<file path="config.mk">
export PLATFORM = sky130hd
export DESIGN_NAME = spi_master_tx
export DESIGN_NICKNAME = d
export VERILOG_FILES = /design/src/rtl/spi_pkg.sv /design/src/rtl/spi_sclk_gen.sv /design/src/rtl/spi_master_tx.sv
export SDC_FILE = /design/constraint.sdc
export NUM_CORES = 1
export LEC_CHECK = 0
export CAP_MARGIN = 20
export CORE_MARGIN = 10
export CORE_UTILIZATION = 53
export DETAILED_ROUTE_END_ITERATION = 6
export GPL_TIMING_DRIVEN = 1
export PLACE_DENSITY = 0.83
export SLEW_MARGIN = 20
export SYNTH_ARGS = -nofsm -noshare
export SYNTH_HDL_FRONTEND = slang
export SYNTH_SLANG_ARGS = --single-unit
</file>
<file path="constraint.sdc">
create_clock -name clk -period 2.1 [get_ports clk]
set_input_delay 0.42 -clock clk [delete_from_list [all_inputs] [get_ports clk]]
set_output_delay 0.42 -clock clk [all_outputs]
set_load 0.02 [all_outputs]
</file>
<file path="src/rtl/spi_pkg.sv">
// Shared SPI types: FSM state encoding, CPOL/CPHA mode pair, counter width helpers.
package spi_pkg;

  typedef enum logic [1:0] {
    IDLE,
    SETUP,
    XFER,
    HOLD
  } spi_state_t;

  // Clock polarity/phase pair, identical in meaning on master and slave side.
  typedef struct packed {
    logic cpol;
    logic cpha;
  } spi_mode_t;

  localparam spi_mode_t SPI_MODE0 = '{cpol: 1'b0, cpha: 1'b0};
  localparam spi_mode_t SPI_MODE1 = '{cpol: 1'b0, cpha: 1'b1};
  localparam spi_mode_t SPI_MODE2 = '{cpol: 1'b1, cpha: 1'b0};
  localparam spi_mode_t SPI_MODE3 = '{cpol: 1'b1, cpha: 1'b1};

  // Half-period counter must hold 0..CLK_DIV.
  function automatic int hcnt_w(input int clk_div);
    return $clog2(clk_div + 1);
  endfunction

  // Toggle counter must hold 0..2*DATA_WIDTH without wrapping.
  function automatic int bcnt_w(input int data_width);
    return $clog2(2 * data_width + 1);
  endfunction

endpackage

</file>
<file path="src/rtl/spi_sclk_gen.sv">
// SCLK generator: half-period counter, SCLK register and edge strobes.
// tick marks the clk edge that ends a half-period; the strobes mark the
// same edge when it also toggles SCLK, so the owner can act in lockstep.
module spi_sclk_gen
  import spi_pkg::*;
#(
  parameter bit CPOL    = 1'b0,
  parameter int CLK_DIV = 2
) (
  input  logic clk,
  input  logic rst_n,
  input  logic run,         // transfer in progress (SETUP..HOLD)
  input  logic toggle_en,   // SCLK may toggle on this half-period boundary
  output logic tick,
  output logic lead_strobe,
  output logic trail_strobe,
  output logic sclk
);

  localparam int HW = hcnt_w(CLK_DIV);

  logic [HW-1:0] half_cnt;

  assign tick         = run && (half_cnt == HW'(CLK_DIV - 1));
  // SCLK still at its idle level means the coming toggle is a leading edge.
  assign lead_strobe  = tick && toggle_en && (sclk == CPOL);
  assign trail_strobe = tick && toggle_en && (sclk != CPOL);

  // Count clk cycles within a half-period; restart at every boundary.
  always_ff @(posedge clk or negedge rst_n) begin
    if (!rst_n) begin
      half_cnt <= '0;
    end else if (!run || tick) begin
      half_cnt <= '0;
    end else begin
      half_cnt <= half_cnt + 1'b1;
    end
  end

  // Toggle SCLK on each strobe, park it at the idle level otherwise.
  always_ff @(posedge clk or negedge rst_n) begin
    if (!rst_n) begin
      sclk <= CPOL;
    end else if (lead_strobe || trail_strobe) begin
      sclk <= ~sclk;
    end else if (!toggle_en) begin
      sclk <= CPOL;
    end
  end

endmodule

</file>
<file path="src/rtl/spi_master_tx.sv">
// SPI master: one MSB-first word per CS_n assertion, full duplex.
// The FSM, shift registers and toggle counter live here; SCLK timing comes
// from spi_sclk_gen. The first SCLK toggle fires on the SETUP->XFER edge,
// which is why the generator may toggle during SETUP as well as XFER.
module spi_master_tx
  import spi_pkg::*;
#(
  parameter bit CPOL       = 1'b0,
  parameter bit CPHA       = 1'b0,
  parameter int DATA_WIDTH = 8,
  parameter int CLK_DIV    = 2
) (
  input  logic                  clk,
  input  logic                  rst_n,
  input  logic [DATA_WIDTH-1:0] tx_data,
  input  logic                  tx_valid,
  output logic                  tx_ready,
  output logic [DATA_WIDTH-1:0] rx_data,
  output logic                  rx_valid,
  output logic                  busy,
  output logic                  sclk,
  output logic                  mosi,
  input  logic                  miso,
  output logic                  cs_n
);

  localparam spi_mode_t MODE = '{cpol: CPOL, cpha: CPHA};
  localparam int        BW   = bcnt_w(DATA_WIDTH);

  spi_state_t            state;
  logic [DATA_WIDTH-1:0] tx_shift;
  logic [DATA_WIDTH-1:0] rx_shift;
  logic [BW-1:0]         bit_cnt;
  logic                  tick;
  logic                  lead_strobe;
  logic                  trail_strobe;
  logic                  last_toggle;
  logic                  sample_edge;
  logic                  shift_edge;

  spi_sclk_gen #(
    .CPOL    (MODE.cpol),
    .CLK_DIV (CLK_DIV)
  ) u_sclk_gen (
    .clk          (clk),
    .rst_n        (rst_n),
    .run          (state != IDLE),
    .toggle_en    ((state == SETUP) || (state == XFER)),
    .tick         (tick),
    .lead_strobe  (lead_strobe),
    .trail_strobe (trail_strobe),
    .sclk         (sclk)
  );

  assign tx_ready    = (state == IDLE);
  assign last_toggle = (bit_cnt == BW'(2 * DATA_WIDTH - 1));
  assign sample_edge = MODE.cpha ? trail_strobe : lead_strobe;
  // In CPHA=0 the MSB is already on mosi from accept, so the final trailing
  // edge has nothing left to drive.
  assign shift_edge  = MODE.cpha ? lead_strobe : (trail_strobe && !last_toggle);

  // Transfer FSM with registered pins, shift registers and toggle counter.
  always_ff @(posedge clk or negedge rst_n) begin
    if (!rst_n) begin
      state    <= IDLE;
      cs_n     <= 1'b1;
      busy     <= 1'b0;
      mosi     <= 1'b0;
      rx_valid <= 1'b0;
      rx_data  <= '0;
      tx_shift <= '0;
      rx_shift <= '0;
      bit_cnt  <= '0;
    end else begin
      rx_valid <= 1'b0;
      if (sample_edge) begin
        rx_shift <= {rx_shift[DATA_WIDTH-2:0], miso};
      end
      if (shift_edge) begin
        mosi     <= tx_shift[DATA_WIDTH-1];
        tx_shift <= tx_shift << 1;
      end
      if (lead_strobe || trail_strobe) begin
        bit_cnt <= bit_cnt + 1'b1;
      end
      case (state)
        IDLE: begin
          if (tx_valid) begin
            state    <= SETUP;
            cs_n     <= 1'b0;
            busy     <= 1'b1;
            bit_cnt  <= '0;
            rx_shift <= '0;
            if (MODE.cpha) begin
              tx_shift <= tx_data;
            end else begin
              tx_shift <= tx_data << 1;
              mosi     <= tx_data[DATA_WIDTH-1];
            end
          end
        end
        SETUP: begin
          if (tick) state <= XFER;
        end
        XFER: begin
          if (tick && last_toggle) state <= HOLD;
        end
        HOLD: begin
          if (tick) begin
            state    <= IDLE;
            cs_n     <= 1'b1;
            busy     <= 1'b0;
            rx_data  <= rx_shift;
            rx_valid <= 1'b1;
          end
        end
        default: state <= IDLE;
      endcase
    end
  end

endmodule

</file>
==> results.cfg <==
[yosys]
synth_top_area_share_pct = 54.3
ys_ff_latch = 38
synth_cell_types = 27
synthArstFlopShare_pct = 100
synth.most_common_cell = nand2_1
synth_fp_nets = 186
yosys-top-cells-area = dfrtp_1 54%, nand2_1 8.6%, ha_1 5.9%
synth_edf_count = 0
ys_top_cells_by_count = 39 x nand2_1, 37 x dfrtp_1, 16 x a21oi_1
syn_area_per_cell_um2 = 10.3
yosys_warnings = 0
yosysTopAreaCell = dfrtp_1
synth-main-ff-cell = dfrtp_1
syn_area_um2 = 1710
synth_cells = 166
yosysSeqAreaShare_pct = 55.8

[critical_path]
critPathArrivalTime_ps = 1540
required_ps = 1680
crit_path_start_kind = flop
path_cells = inv_1 > ha_1 > dlygate4sd2_1
cp_slowest_cell = dfrtp_1
path_buf_inv = 2
timing.rr.start = bit_cnt[0]$_DFF_PN0_
cp_top_family = buffers and inverters
slowest_delay_ps = 450
worst-path-stages = 3
r2r-end = state[1]$_DFFE_PN0P_
end_kind = primary output
reg2reg_depth = 7
path_class = flop to primary output
r2r_slack_ps = 210
cp_max_fo = 5

[floorplanning]
die_h_um = 76.7
io_pins = 26
start_util_pct = 55.4
dieWidth_um = 76.7
rows = 20
core_um2 = 3080
dieArea_um2 = 5890

[place]
gp_congestion = 0.819
io_buffers = 25
place_area_um2 = 2020
hpwl_um = 2680

[run_status]
status = complete, no violations

[power_and_ir_drop]
p_clk_share_pct = 20.6
p_sw_share_pct = 35.5
p_leak_nw = 1.01
switching_power_w = 0.00112
p_seq_share_pct = 38.3
power_w = 0.00315
internal-power_w = 0.00203
power_density_nw_per_um2 = 1480
p_comb_share_pct = 41.2
ir_drop_uv = 733

[clocking]
post-cts-setup-buffers = 0
cts_sinks = 38
cts_tree = built
path_clk_slew_ps = 120
clock_latency_ps = 340
clock_path_buffers = 2
htreeDepth = 2
clockRootBuffer = clkbuf_4
cts_made_buffers = 5

[timing]
fmax_mhz = 510
hold_viol = 0
period_share_pct = 93.4
tns_ps = 0
rsz0062_at_grt = false
hold_ws_ps = 444
setup-violations-final = 0
tightest_slew_ps = 469
skew_ps = 10.4
slew_headroom_pct = 68.8
finalCriticalPeriod_ps = 1960
finalMaxSlewViolations = 0

[layout]
area_growth_pct = 25.0
drive_gt1_share_pct = 12.6
fin_nets = 218
fin_util_pct = 69.3
final_area_um2 = 2130
diodes = 0

[global_route]
grt_pass1_wl_um = 6280
grt_pass1_vias = 1390
antenna_found_initial = 0
track_usage_pct = 13.2
grt-ovfl-total = 0
grt_start_max_net_pins = 39

[routing]
dr.pass1.iters = 4
detail-route-antenna-nets = 0
post_drt_wl_per_cell_um = 15.1
via_per_inst = 5.38
drt-total-wl_um = 3670
drc_errors = 0
first_iter_violations = 127
num_vias = 1308

[worst_hold_path]
min_path_cells = 1
hp-class = flop to flop
hp-start = u_sclk_gen.half_cnt[0]$_DFF_PN0_
min_to = u_sclk_gen.half_cnt[0]$_DFF_PN0_

[job]
maxCapViolations = 0
==> cells by family (layout without fill, tap and decap cells) <==
family / Yosys count / in the layout / synth area share, %
AO/OA/AOI/OAI: 18 / 18 / 5.58
XOR/XNOR: 4 / 4 / 2.05
adder cells (fa/ha/maj): 8 / 8 / 5.87
buffers and inverters: 12 / 45 / 3.23
flip-flops: 38 / 38 / 55.8
multiplexers: 10 / 10 / 6.75
AND/OR/NAND/NOR: 76 / 76 / 20.7
==> routing by layer <==
metal / GRT usage (%) / wire (µm) / vias to the layer above
li1: - / - / 614
met1: 11.8 / 1370 / 650
met2: 24.4 / 1970 / 32
met3: 4.78 / 204 / 12
met4: 8.36 / 127 / 0
met5: 0 / 0 / -
==> power by group through the flow <==
stage | registers (W) | logic (W) | clock network (W)
5_1_grt | 0.00124 | 0.00144 | 0.000684
3_5_place_dp | 0.00122 | 0.00130 | 0
4_1_cts | 0.00120 | 0.00131 | 0.000657
3_3_place_gp | 0.00119 | 0.00123 | 0
2_1_floorplan | 0.00130 | 0.000728 | 0
6_report | 0.00120 | 0.00129 | 0.000647
==> worst register-to-register path, cell delays in order, from the launching register on <==
cell and delay, ps:
dfrtp_1 430, ha_1 220, and3_1 150, ha_1 210, nand2b_1 150, a21oi_1 160, a221o_1 180, mux2_4 310
==> worst max-delay path by stage <==
stage	to	slack (ps)	startpoint
after floorplan	state[1]$_DFFE_PN0P_	210	state[0]$_DFFE_PN0P_
after global placement	state[1]$_DFFE_PN0P_	290	bit_cnt[0]$_DFF_PN0_
after detailed placement	state[1]$_DFFE_PN0P_	200	bit_cnt[0]$_DFF_PN0_
after CTS	tx_ready	150	state[1]$_DFFE_PN0P_
after global routing	tx_ready	50	state[1]$_DFFE_PN0P_
final	tx_ready	140	state[1]$_DFFE_PN0P_
==> stage by stage <==
| stage | setup slack, ps | instances |
|---|---|---|
| 2_1_floorplan | 211 | 166 |
| 3_3_place_gp | 288 | 235 |
| 3_5_place_dp | 204 | 235 |
| 4_1_cts | 147 | 243 |
| 5_1_grt | 54.9 | 243 |
| 6_report | 139 | 243 |
==> sequential cells by signal, indices dropped and copies added (netlist names) <==
| signal | cells |
|---|---|
| bit_cnt | 5 |
| u_sclk_gen.half_cnt | 2 |
| state | 2 |
| rx_shift | 8 |
| u_sclk_gen.sclk | 1 |
| tx_shift | 8 |
| busy | 1 |
| rx_valid | 1 |
| rx_data | 8 |
| cs_n | 1 |
| mosi | 1 |
==> repair_timing <==
action	4_1_cts	5_1_grt
endpoints found under the setup margin	1	1
hold buffers	0	0
resized for setup	1	1
==> layout make-up <==
type	instances	area [µm²]
Clock buffer	6	51.3
Clock inverter	2	60.1
Timing Repair Buffer	30	287
Sequential cell	38	952
Inverter	7	26.3
Fill cell	253	946
Tap cell	44	55.1
Multi-Input combinational cell	116	701
==> layout by cell type, fill, tap and decap left out, types with 2 or more instances in the layout <==
master,Yosys,final
bufinv_16,0,2
clkdlybuf4s50_1,0,24
nor3_1,2,2
nand3b_1,2,2
buf_4,0,5
nor2_1,7,6
a21oi_1,16,16
inv_1,7,7
and3_1,2,2
nand2_1,39,39
clkbuf_4,0,5
and2_1,2,2
mux2_2,8,8
xor2_1,3,3
ha_1,8,8
dfrtp_1,37,37
nand2b_1,4,4
nand3_1,14,14
Power figures use the tool's default switching activity.
